File: src/rtl/program_loader_pkg.sv
// Shared constants for the serial program loader: state encodings, header width
// and default word geometry.
package program_loader_pkg;

  localparam int DEFAULT_WORD_BYTES = 4;
  localparam int LEN_WIDTH          = 16;
  localparam int ADDR_WIDTH         = 32;
  localparam int WORD_WIDTH         = 32;

  // Fixed encodings so the state register stays readable in waveform viewers of older flows
  localparam logic [2:0] ST_IDLE   = 3'd0;
  localparam logic [2:0] ST_LEN_HI = 3'd1;
  localparam logic [2:0] ST_LEN_LO = 3'd2;
  localparam logic [2:0] ST_DATA   = 3'd3;
  localparam logic [2:0] ST_CHECK  = 3'd4;
  localparam logic [2:0] ST_DONE   = 3'd5;
  localparam logic [2:0] ST_ERROR  = 3'd6;

endpackage

File: src/rtl/program_loader_if.sv
// Byte-stream input and program-memory write port of the loader.
// master = byte source / memory side, slave = loader.
interface program_loader_if;
  import program_loader_pkg::*;

  logic                  rx_valid;
  logic [7:0]            rx_data;
  logic                  rx_ready;
  logic                  mem_we;
  logic [ADDR_WIDTH-1:0] mem_addr;
  logic [WORD_WIDTH-1:0] mem_wdata;

  modport master (
    output rx_valid, rx_data,
    input  rx_ready, mem_we, mem_addr, mem_wdata
  );

  modport slave (
    input  rx_valid, rx_data,
    output rx_ready, mem_we, mem_addr, mem_wdata
  );

endinterface

File: src/rtl/program_loader_word_assembler.sv
// Packs incoming bytes big-endian into 32-bit words; pulses word_valid for one
// cycle after the fourth byte of each word is taken.
module word_assembler
  import program_loader_pkg::*;
(
  input  logic                  clk,
  input  logic                  reset,
  input  logic                  clear,
  input  logic                  byte_valid,
  input  logic [7:0]            byte_data,
  output logic                  word_valid,
  output logic [WORD_WIDTH-1:0] word_data,
  output logic [1:0]            byte_count
);

  // word_data doubles as the shift register, so it holds the finished word during the pulse
  always_ff @(posedge clk or negedge reset) begin
    if (!reset) begin
      byte_count <= 2'd0;
      word_data  <= '0;
      word_valid <= 1'b0;
    end else begin
      word_valid <= byte_valid && (byte_count == 2'd3);
      if (clear) begin
        byte_count <= 2'd0;
      end else if (byte_valid) begin
        byte_count <= byte_count + 2'd1;
        word_data  <= {word_data[WORD_WIDTH-9:0], byte_data};
      end
    end
  end

endmodule

File: src/rtl/program_loader.sv
// Loads a length-prefixed program image from a byte stream into program memory
// while holding the CPU in reset. Optional trailing checksum: PROGRAM_LOADER_CHECKSUM_EN.
module program_loader
  import program_loader_pkg::*;
#(
  parameter int MEMORY_DEPTH = 64,
  parameter int WORD_BYTES   = DEFAULT_WORD_BYTES
) (
  input  logic                 clk,
  input  logic                 reset,
  input  logic                 start,
  program_loader_if.slave      bus,
  output logic                 cpu_hold,
  output logic                 done,
  output logic                 error,
  output logic [LEN_WIDTH-1:0] words_loaded
);

  logic [2:0]            state;
  logic [7:0]            len_hi;
  logic [LEN_WIDTH-1:0]  frame_len;
  logic [LEN_WIDTH-1:0]  len_word;
  logic [LEN_WIDTH-1:0]  next_count;
  logic                  accept;
  logic                  data_accept;
  logic                  restart;
  logic                  len_bad;
  logic                  word_valid;
  logic [1:0]            byte_count;
  logic [WORD_WIDTH-1:0] word_data;
  logic [ADDR_WIDTH-1:0] mem_addr_q;
`ifdef PROGRAM_LOADER_CHECKSUM_EN
  logic [7:0]            checksum;
`endif

  assign accept      = bus.rx_valid && bus.rx_ready;
  assign data_accept = accept && (state == ST_DATA);
  assign restart     = start && ((state == ST_IDLE) || (state == ST_DONE) || (state == ST_ERROR));
  assign len_word    = {len_hi, bus.rx_data};
  assign next_count  = words_loaded + 16'd1;
  assign len_bad     = (len_word == '0) || (32'(len_word) > 32'(MEMORY_DEPTH));

  assign bus.rx_ready  = (state == ST_LEN_HI) || (state == ST_LEN_LO) ||
                         (state == ST_DATA)   || (state == ST_CHECK);
  assign bus.mem_we    = word_valid;
  assign bus.mem_addr  = mem_addr_q;
  assign bus.mem_wdata = word_data;

  assign cpu_hold = (state != ST_DONE);
  assign done     = (state == ST_DONE);
  assign error    = (state == ST_ERROR);

  word_assembler u_word_assembler (
    .clk        (clk),
    .reset      (reset),
    .clear      (restart),
    .byte_valid (data_accept),
    .byte_data  (bus.rx_data),
    .word_valid (word_valid),
    .word_data  (word_data),
    .byte_count (byte_count)
  );

  // Address and count advance on the edge that takes the last byte of a word,
  // so they line up with the write pulse the assembler produces in the next cycle.
  always_ff @(posedge clk or negedge reset) begin
    if (!reset) begin
      state        <= ST_IDLE;
      len_hi       <= 8'd0;
      frame_len    <= '0;
      words_loaded <= '0;
      mem_addr_q   <= '0;
`ifdef PROGRAM_LOADER_CHECKSUM_EN
      checksum     <= 8'd0;
`endif
    end else begin
      case (state)
        ST_IDLE, ST_DONE, ST_ERROR: begin
          if (start) begin
            state        <= ST_LEN_HI;
            words_loaded <= '0;
`ifdef PROGRAM_LOADER_CHECKSUM_EN
            checksum     <= 8'd0;
`endif
          end
        end
        ST_LEN_HI: begin
          if (accept) begin
            len_hi <= bus.rx_data;
            state  <= ST_LEN_LO;
          end
        end
        ST_LEN_LO: begin
          if (accept) begin
            frame_len <= len_word;
            state     <= len_bad ? ST_ERROR : ST_DATA;
          end
        end
        ST_DATA: begin
          if (accept) begin
`ifdef PROGRAM_LOADER_CHECKSUM_EN
            checksum <= checksum ^ bus.rx_data;
`endif
            if (byte_count == 2'd3) begin
              words_loaded <= next_count;
              mem_addr_q   <= ADDR_WIDTH'(words_loaded) * ADDR_WIDTH'(WORD_BYTES);
              if (next_count == frame_len) begin
`ifdef PROGRAM_LOADER_CHECKSUM_EN
                state <= ST_CHECK;
`else
                state <= ST_DONE;
`endif
              end
            end
          end
        end
`ifdef PROGRAM_LOADER_CHECKSUM_EN
        ST_CHECK: begin
          if (accept) begin
            state <= (bus.rx_data == checksum) ? ST_DONE : ST_ERROR;
          end
        end
`endif
        default: state <= ST_IDLE;
      endcase
    end
  end

endmodule
File: src/flat_wrapper.sv
// flat-port wrapper written by rule: the top's interface ports become plain ports
module program_loader_flat import program_loader_pkg::*;
#(
  parameter int MEMORY_DEPTH = 64,
  parameter int WORD_BYTES   = DEFAULT_WORD_BYTES
)
  (clk, reset, start, cpu_hold, done, error, words_loaded, bus_rx_valid, bus_rx_data, bus_rx_ready, bus_mem_we, bus_mem_addr, bus_mem_wdata);
  program_loader_if bus_i ();
  input  logic clk;
  input  logic reset;
  input  logic start;
  output logic cpu_hold;
  output logic done;
  output logic error;
  output logic [LEN_WIDTH-1:0] words_loaded;
  input wire logic [$bits(bus_i.rx_valid)-1:0] bus_rx_valid;
  input wire logic [$bits(bus_i.rx_data)-1:0] bus_rx_data;
  output wire logic [$bits(bus_i.rx_ready)-1:0] bus_rx_ready;
  output wire logic [$bits(bus_i.mem_we)-1:0] bus_mem_we;
  output wire logic [$bits(bus_i.mem_addr)-1:0] bus_mem_addr;
  output wire logic [$bits(bus_i.mem_wdata)-1:0] bus_mem_wdata;
  assign bus_i.rx_valid = bus_rx_valid;
  assign bus_i.rx_data = bus_rx_data;
  assign bus_rx_ready = bus_i.rx_ready;
  assign bus_mem_we = bus_i.mem_we;
  assign bus_mem_addr = bus_i.mem_addr;
  assign bus_mem_wdata = bus_i.mem_wdata;
  program_loader #(.MEMORY_DEPTH(MEMORY_DEPTH), .WORD_BYTES(WORD_BYTES)) u_core (.clk(clk), .reset(reset), .start(start), .bus(bus_i), .cpu_hold(cpu_hold), .done(done), .error(error), .words_loaded(words_loaded));
endmodule
File: config.mk
export PLATFORM = sky130hd
export DESIGN_NAME = program_loader_flat
export DESIGN_NICKNAME = d
export VERILOG_FILES = /design/src/rtl/program_loader_pkg.sv /design/src/rtl/program_loader_if.sv /design/src/rtl/program_loader_word_assembler.sv /design/src/rtl/program_loader.sv /design/src/flat_wrapper.sv
export SDC_FILE = /design/constraint.sdc
export NUM_CORES = 1
export LEC_CHECK = 0
export CORE_MARGIN = 3
export CORE_UTILIZATION = 51
export CTS_CLUSTER_DIAMETER = 30
export DETAILED_ROUTE_END_ITERATION = 10
export GPL_ROUTABILITY_DRIVEN = 0
export GPL_TIMING_DRIVEN = 0
export PLACE_DENSITY = 0.78
export SLEW_MARGIN = 20
export SYNTH_ARGS = -nofsm -noshare
export SYNTH_HDL_FRONTEND = slang
export SYNTH_HIERARCHICAL = 1
export SYNTH_SLANG_ARGS = --single-unit
File: constraint.sdc
create_clock -name clk -period 3.1 [get_ports clk]
set_input_delay 0.31 -clock clk [delete_from_list [all_inputs] [get_ports clk]]
set_output_delay 0.31 -clock clk [all_outputs]
set_load 0.02 [all_outputs]
* After elaboration in Yosys (flattened, before gate mapping)
Cells that the tools add are included.
** Storage, ports and cells
- Word-level logic and storage cells :: 62
- Bits of input ports :: 12
- Output and inout bits :: 85
- Flip-flop bits (word level) :: 94
** Cells by class
- Eq/ne operators :: 15
- Magnitude comparators :: 1
- Bitwise operators :: 1
- Reductions and logical operators :: 21
- Multiplexer cells :: 14
- Add/subtract/negate cells :: 2
** Operators with widths (number)
- $mux W16 :: 3
- $pmux W16 S2 :: 1
- $mux W3 :: 7
- $add A16 B1 Y16 const B :: 1
- $eq A16 B16 Y1 :: 1
- $gt A16 B7 Y1 const B :: 1
- $logic_not A16 Y1 :: 1
- $pmux W3 S4 :: 1
- $eq A3 B3 Y1 const B :: 3
- $eq A3 B2 Y1 const B :: 2
- $logic_or A1 B1 Y1 :: 6
- $ne A2 B1 Y1 const B :: 3
- $ne A2 B2 Y1 const B :: 3
- $reduce_and A2 Y1 :: 3
- $reduce_and A6 Y1 :: 1
- $logic_and A1 B1 Y1 :: 4
- $mux W2 :: 2
- $reduce_and A4 Y1 :: 1
- $reduce_bool A2 Y1 :: 2
- $eq A3 B1 Y1 const B :: 1
- $logic_not A3 Y1 :: 1
- $ne A3 B3 Y1 const B :: 1
- $reduce_and A3 Y1 :: 1
- $reduce_or A3 Y1 :: 1
- other kinds (3) :: 3

* Depth between registers and ports, before layout
Gate-level depths: netlist (run 1).
- Depth after elaboration :: 8
- Gate-level depth with buffers :: 8
- Gate-level depth less buffers :: 7

* By module
The synthesis (run 1) kept the hierarchy.
** Modules (own cells, without submodules)
- program_loader :: cells each 340, area an instance 3206.8 µm², instances 1, sequential area each 1476.4 µm²
- word_assembler :: cells each 78, area an instance 1480.2 µm², instances 1, sequential area each 875.8 µm²

* Worst setup path before layout (run 1)
OpenSTA, ideal clock, no wires.
- Kind :: register to register
- Start point :: register u_core.words_loaded[0]
- End point :: register u_core.state[1]
- Data required time :: 2.981 ns
- Setup slack :: 0.594 ns
- Clock period less this slack :: 2.506 ns
- Buffers on the path :: 0
- Cell stages (with the launch flop) :: 8
- Setup time :: 0.119 ns
- Arrival :: 2.387 ns
- Path through :: dfrtp_1 -> ha_1 -> nand3_1 -> nor3_4 -> xnor2_1 -> or3b_1 -> or4_1 -> o21a_1
** On the way
- Cells in the longest elaborated chain, start to end :: 4
** Ends and longest elaborated chain
- start, declared :: line program_loader.sv:16 : output logic [LEN_WIDTH-1:0] words_loaded
- start signal, assigned :: line program_loader.sv:105 : words_loaded <= next_count;
- $add A16 B1 Y16 :: line program_loader.sv:40 : assign next_count = words_loaded + 16'd1;
- $eq A16 B16 Y1 :: line program_loader.sv:107 : if (next_count == frame_len) begin
- $ne A2 B2 Y1 (no source line)
- $reduce_and A6 Y1 (no source line)
- end signal, assigned :: line program_loader.sv:96 : state <= len_bad ? ST_ERROR : ST_DATA;
- end, declared :: line program_loader.sv:19 : logic [2:0] state;
No other way between the ends.
A chain may end at the register's enable or synchronous reset.

* Final worst setup path (run 1)
Ends and elaborated chain as after synthesis.

==> out/results.tsv, run 1 <==
metric	value	unit
status	finished clean	
Slew @ Worst Pin	1130	ps
Worst R2R Path Depth	7	
fin cells	639	
number of global-route vias before repair	3359	
Max-cap violations	0	
htree depth	3	
WL/cell	16.6	microns
maximum vdd drop	0.000384	V
Initial Util	0.532	
DRC Markers	0	
largest family of logic cells by synthesized area	multiplexers	
Reg-to-Reg Start	u_core/words_loaded[0]	
Pleak	0.00265	uW
final setup vio count	0	
Cell variety after synth	49	
Period minus WS final	2780	ps
root buffer cell	clkbuf_8	
max incr delay on CP	540	ps
antenna diode count	0	
critical-path cell list	ha_1, nand3_1, nor3_4, xnor2_1, or3b_1, or4_1, o21a_1	
FF-to-FF End	u_core/state[1]	
antenna violations before repair	0	
CP Max Fanout	8	
CTS Buf Count	9	
hold crit path type	primary input to asynchronous set/reset pin	
CP max stage cell	or4_1	
Filler cells	665	
CORE AREA	8810	sq um
Core Rows	34	
reg2reg setup slack	320	ps
most common cell after layout, fill and taps aside	dfrtp_1	
global-route wire length before repair	17400	microns
number of flops mapped to enable cells by yosys	0	
Synth Area in Simple Gates	0.141	
Synth Cell Area	4690	sq um
DRT Pass-1 Iters	5	
ys async rst share	1.00	
clock sink count	94	
Initial DRC Count	202	
Crit. End Element	register	
GRT overflow	0	
mux cell area share after synthesis	0.165	
Post CTS Setup Buffer Count	0	
synth warn	6	
multi-input logic area	2100	sq um
XOR/XNOR share of the synthesized area	0.0505	
crit path launch type	register	
Synth Area per Inst	11.2	sq um
Req. time, crit path	3350	ps
Final #Nets	540	
via count	3449	
final setup skew	9.80	ps
Peak Freq	360	MHz
register area share after synthesis	0.502	
Final Max Slew Viols	0	
GRT Util Overall	0.212	
Tcrit/Tclk final	0.897	
post-route ant nets	0	
Synth Instances	418	
CTS resizes	0	
Synth area leader	dfrtp_1	
placed cells	622	
number of hold buffers added after CTS	1	
Longest Clk Path Bufs	2	
Pwr per Cell Area	856	nW/um^2
Die Ht	102	microns
synth top area cells	dfrtp_1 (50%), mux2_4 (9.6%), mux2_2 (6.2%), nand2_1 (5.2%), xnor2_1 (3.7%)	
critical path buffer and inverter count	0	
most frequent cells in the layout	dfrtp_1 (94), clkdlybuf4s50_1 (79), nand2_1 (65)	
RSZ-0062 raised after global routing	false	
crit path kind	register to register	
Layout area overhead	27.2	%
Seq cells post-synth	94	
Die Area	10400	sq um
share of cells above drive strength 1	0.205	
Largest delay share family, worst path	simple AND/OR/NAND/NOR gates	
Post-Place Cell Area	5710	sq um
post-route cell area	5960	sq um
max_slew headroom	0.246	
post-DP HPWL	7730	microns
top cell type's share of synthesized area	0.502	
Final Hold Vio Count	0	
largest net degree at the start of global routing	67	
WP data arrival	3030	ps
via density per instance	5.40	
CTS tree	done	
worst-skew pair later-pin latency	360	ps
Total Wirelength	10600	microns
I/O Buffers	80	
clk slew on worst S/H paths	100	ps
I/O pin count	97	
register area	2350	sq um
dominant synthesized flop cell	dfrtp_1	
Synth Area in Adders	0.00534	
Chip Width	102	microns
post-synthesis compound-gate area fraction	0.0729	
## layer usage
layer / part of all wire / routed length (microns) / track usage / vias up
met4: 0.013 / 138 / 0.0545 / 0
met2: 0.51 / 5380 / 0.350 / 102
met3: 0.046 / 488 / 0.0389 / 18
met5: 0 / 0 / 0 / -
met1: 0.43 / 4570 / 0.292 / 1705
li1: - / - / - / 1624
## report_power, final
part | total (uW) | internal [uW] | switching [uW] | leakage (uW)
Sequential | 1960 | 1630 | 338 | 0.00120
Clock | 946 | 509 | 437 | 0.000122
Combinational | 2200 | 1210 | 988 | 0.00133
## per-stage QoR
stage	setup slack (ps)	hold slack [ps]	total power [uW]	setup TNS (ps)	utilization
after global placement	-1700	461	4080	-158680	0.645
after global routing	218	408	5390	0	0.677
after detailed placement	360	203	4170	0	0.648
final	320	387	5110	0	0.677
after floorplan	594	14.4	3370	0	-
after CTS	367	394	5130	0	0.677
## worst max-delay path by stage
| stage | to | cells past startpoint | slack, ps | start |
|---|---|---|---|---|
| 2_1_floorplan | u_core/state[1] | 7 | 590 | u_core/words_loaded[0] |
| 3_3_place_gp | u_core/u_word_assembler/word_data[29] | 1 | -1700 | reset |
| 3_5_place_dp | u_core/frame_len[5] | 4 | 360 | bus_rx_valid |
| 4_1_cts | u_core/state[1] | 7 | 370 | u_core/words_loaded[0] |
| 5_1_grt | u_core/state[1] | 7 | 220 | u_core/words_loaded[0] |
| 6_report | u_core/state[1] | 7 | 320 | u_core/words_loaded[0] |
## cells in the mapped netlist, types with 3 or more instances
cell / n
o41ai_1: 5
o21a_1: 3
xor2_1: 7
nor4_1: 4
nor2b_1: 4
mux2i_1: 3
o21ai_0: 21
buf_12: 3
mux2_4: 30
a21oi_1: 9
mux2_2: 26
xnor2_1: 20
clkbuf_1: 11
buf_4: 17
dfrtp_1: 94
or4_1: 4
nor2_1: 24
inv_1: 5
nor3b_1: 4
nand3_1: 8
a31oi_1: 4
nand2_1: 65
buf_2: 6
nor3_1: 7
## area by class of cell
class	count	area share
Buffer	39	0.0462
Clock buffer	11	0.0254
Clock inverter	5	0.0149
Inverter	5	0.00315
Multi-Input combinational cell	295	0.352
Sequential cell	94	0.394
Tap cell	108	0.0227
Timing Repair Buffer	82	0.141
## worst register-to-register path, cell delays in order (launching register included)
cell and delay (ps):
dfrtp_1 500, ha_1 310, nand3_1 310, nor3_4 330, xnor2_1 110, or3b_1 370
or4_1 540, o21a_1 210
## cell families (layout without fill, tap and decap cells)
kind of cell | after synthesis | in the layout
AND/OR/NAND/NOR | 136 | 136
adder cells (fa/ha/maj) | 2 | 2
flip-flops | 94 | 94
XOR/XNOR | 27 | 27
multiplexers | 59 | 59
buffers and inverters | 44 | 142
AO/OA/AOI/OAI | 55 | 55
other | 1 | 16
## registers in the layout (all words and copies together), names as in the netlist
signal                              cells
u_core/u_word_assembler/word_data      32
u_core/bus.mem_addr                    16
u_core/frame_len                       16
u_core/words_loaded                    16
u_core/len_hi                           8
u_core/state                            3
u_core/u_word_assembler/byte_count      2
u_core/u_word_assembler/word_valid      1
Note: power is estimated with default switching activity, not from simulation.
==> run 2: changes to the inputs <==
--- a/config.mk
+++ b/config.mk
@@ -9,10 +9,10 @@
 export CORE_UTILIZATION = 51
 export CTS_CLUSTER_DIAMETER = 30
 export DETAILED_ROUTE_END_ITERATION = 10
-export GPL_ROUTABILITY_DRIVEN = 0
 export GPL_TIMING_DRIVEN = 0
 export PLACE_DENSITY = 0.78
-export SLEW_MARGIN = 20
+export SKIP_CTS_REPAIR_TIMING = 1
+export SLEW_MARGIN = 0
 export SYNTH_ARGS = -nofsm -noshare
 export SYNTH_HDL_FRONTEND = slang
 export SYNTH_HIERARCHICAL = 1
==> run 2 against run 1 <==
  * Die area unchanged
  * Critical endpoint unchanged
  * Critical path type unchanged
  * Clock power down 11%
  * First-iteration DRC count rose by 0.50%
  * Final cell count is the same
==> out/results.tsv, run 2 (synthesis gave the netlist of run 1 again) <==
metric	value	unit	change
via density per instance	5.36		-0.67%
Longest Clk Path Bufs	2		unchanged
max incr delay on CP	540	ps	about the same
Die Area	10400	sq um	unchanged
final design utilization	0.672		-0.00469
Max-cap violations	0		unchanged
WL/cell	16.5	microns	-0.15%
antenna diode count	0		unchanged
largest net degree at the start of global routing	67		unchanged
GRT overflow	0		unchanged
crit path launch type	register		
Slew @ Worst Pin	1200	ps	+71.1 ps
Crit. End Element	register		
Final Hold Vio Count	0		unchanged
Initial DRC Count	203		+0.50%
clock sink count	94		unchanged
global-route wire length before repair	17100	microns	-1.5%
max_slew headroom	0.194		-0.0519
hold crit path type	primary input to asynchronous set/reset pin		
via count	3426		-0.67%
critical-path cell list	ha_1, nand3_1, nor3_4, xnor2_1, or3b_1, or4_1, o21a_1		
clk slew on worst S/H paths	90	ps	about the same
Pleak	0.00263	uW	-0.85%
Core Rows	34		unchanged
GRT Util Overall	0.210		-0.00194
number of global-route vias before repair	3324		-1.0%
status	finished clean		
CTS tree	done		
Chip Width	102	microns	unchanged
RSZ-0062 raised after global routing	false		
pre-CTS setup slack	351	ps	-9.29 ps
DRT Pass-1 Iters	4		-1
htree depth	3		unchanged
most common cell after layout, fill and taps aside	dfrtp_1		
Req. time, crit path	3350	ps	about the same
GPL Wtd Cong	0.889		
CP Max Fanout	8		unchanged
I/O pin count	97		unchanged
Worst R2R Path Depth	7		unchanged
maximum vdd drop	0.000431	V	+12%
Final Max Slew Viols	0		unchanged
Fin Setup TNS	0	ps	unchanged
share of cells above drive strength 1	0.202		-0.00377
most frequent cells in the layout	dfrtp_1 (94), clkdlybuf4s50_1 (79), nand2_1 (65)		
DRC Markers	0		unchanged
worst-skew pair later-pin latency	360	ps	about the same
root buffer cell	clkbuf_8		
antenna violations before repair	0		unchanged
Total Wirelength	10600	microns	-0.15%
CORE AREA	8810	sq um	unchanged
Initial Util	0.532		unchanged
max reg flops	32		unchanged
I/O Buffers	80		unchanged
Final #Nets	540		unchanged
post-route ant nets	0		unchanged
post-route worst setup slack	338	ps	+18.4 ps
CP max stage cell	or4_1		
CTS Buf Count	9		unchanged
Layout area overhead	26.3	%	
Tcrit/Tclk final	0.891		-0.00594
final setup skew	10.2	ps	+0.428 ps
Power Total	4990	uW	-2.2%
Die Ht	102	microns	unchanged
crit path kind	register to register		
Reg with most FFs	u_core/u_word_assembler/word_data		
final setup vio count	0		unchanged
Period minus WS final	2760	ps	-18.4 ps
Pwr per Cell Area	843	nW/um^2	-1.5%
WP data arrival	3010	ps	-20 ps
Peak Freq	362	MHz	+0.67%
post-DP HPWL	7730	microns	+0.10%
## run 2: final timing paths
kind	from	end	slack (ps)
hold reg to reg	u_core/bus.mem_addr[7]	u_core/bus.mem_addr[7]	480
setup / recovery	u_core/words_loaded[0]	u_core/state[1]	340
hold / removal	reset	u_core/bus.mem_addr[4]	420
setup reg to reg	u_core/words_loaded[0]	u_core/state[1]	340
max in group asynchronous	reset	u_core/u_word_assembler/word_data[27]	2040
min in group clk	u_core/bus.mem_addr[7]	u_core/bus.mem_addr[7]	480
## run 2: area by class of cell
| type | count | area, sq um |
|---|---|---|
| multi-input cells | 295 | 2100 |
| clock buffers | 11 | 141 |
| plain buffers | 39 | 275 |
| well taps | 108 | 135 |
| repair buffers | 82 | 836 |
| flip-flops and latches | 94 | 2350 |
| fillers | 682 | 2880 |
| inverters | 5 | 18.8 |
| clock inverters | 5 | 66.3 |
## run 2: power breakdown
part           internal, uW  total [uW]  leakage (uW)  switching (uW)
registers              1630        1960       0.00120             337
logic                  1210        2190       0.00133             981
clock network           406         843      0.000102             438
## run 2: layer usage
metal,vias up,part of all wire,wire [microns],GRT usage
met5,-,0,0,0
met2,96,0.49,5170,0.338
met3,16,0.046,486,0.0307
li1,1624,-,-,-
met4,0,0.019,202,0.0716
met1,1690,0.45,4700,0.295
## run 2: per-stage QoR
step | instance area [sq um] | hold slack [ps] | instances
final | 5920 | 420 | 639
after global routing | 5920 | 444 | 639
after CTS | 5910 | -121 | 638
after detailed placement | 5700 | 270 | 622
after global placement | 5680 | 461 | 621
after floorplan | 4740 | 14.4 | 433
## run 2: critical path: cells and delay by family, from the launching register on
family | cells | cell delay (ps)
adder cells (fa/ha/maj) | 1 | 310
AND/OR/NAND/NOR | 4 | 1540
XOR/XNOR | 1 | 110
flip-flops | 1 | 490
AO/OA/AOI/OAI | 1 | 200
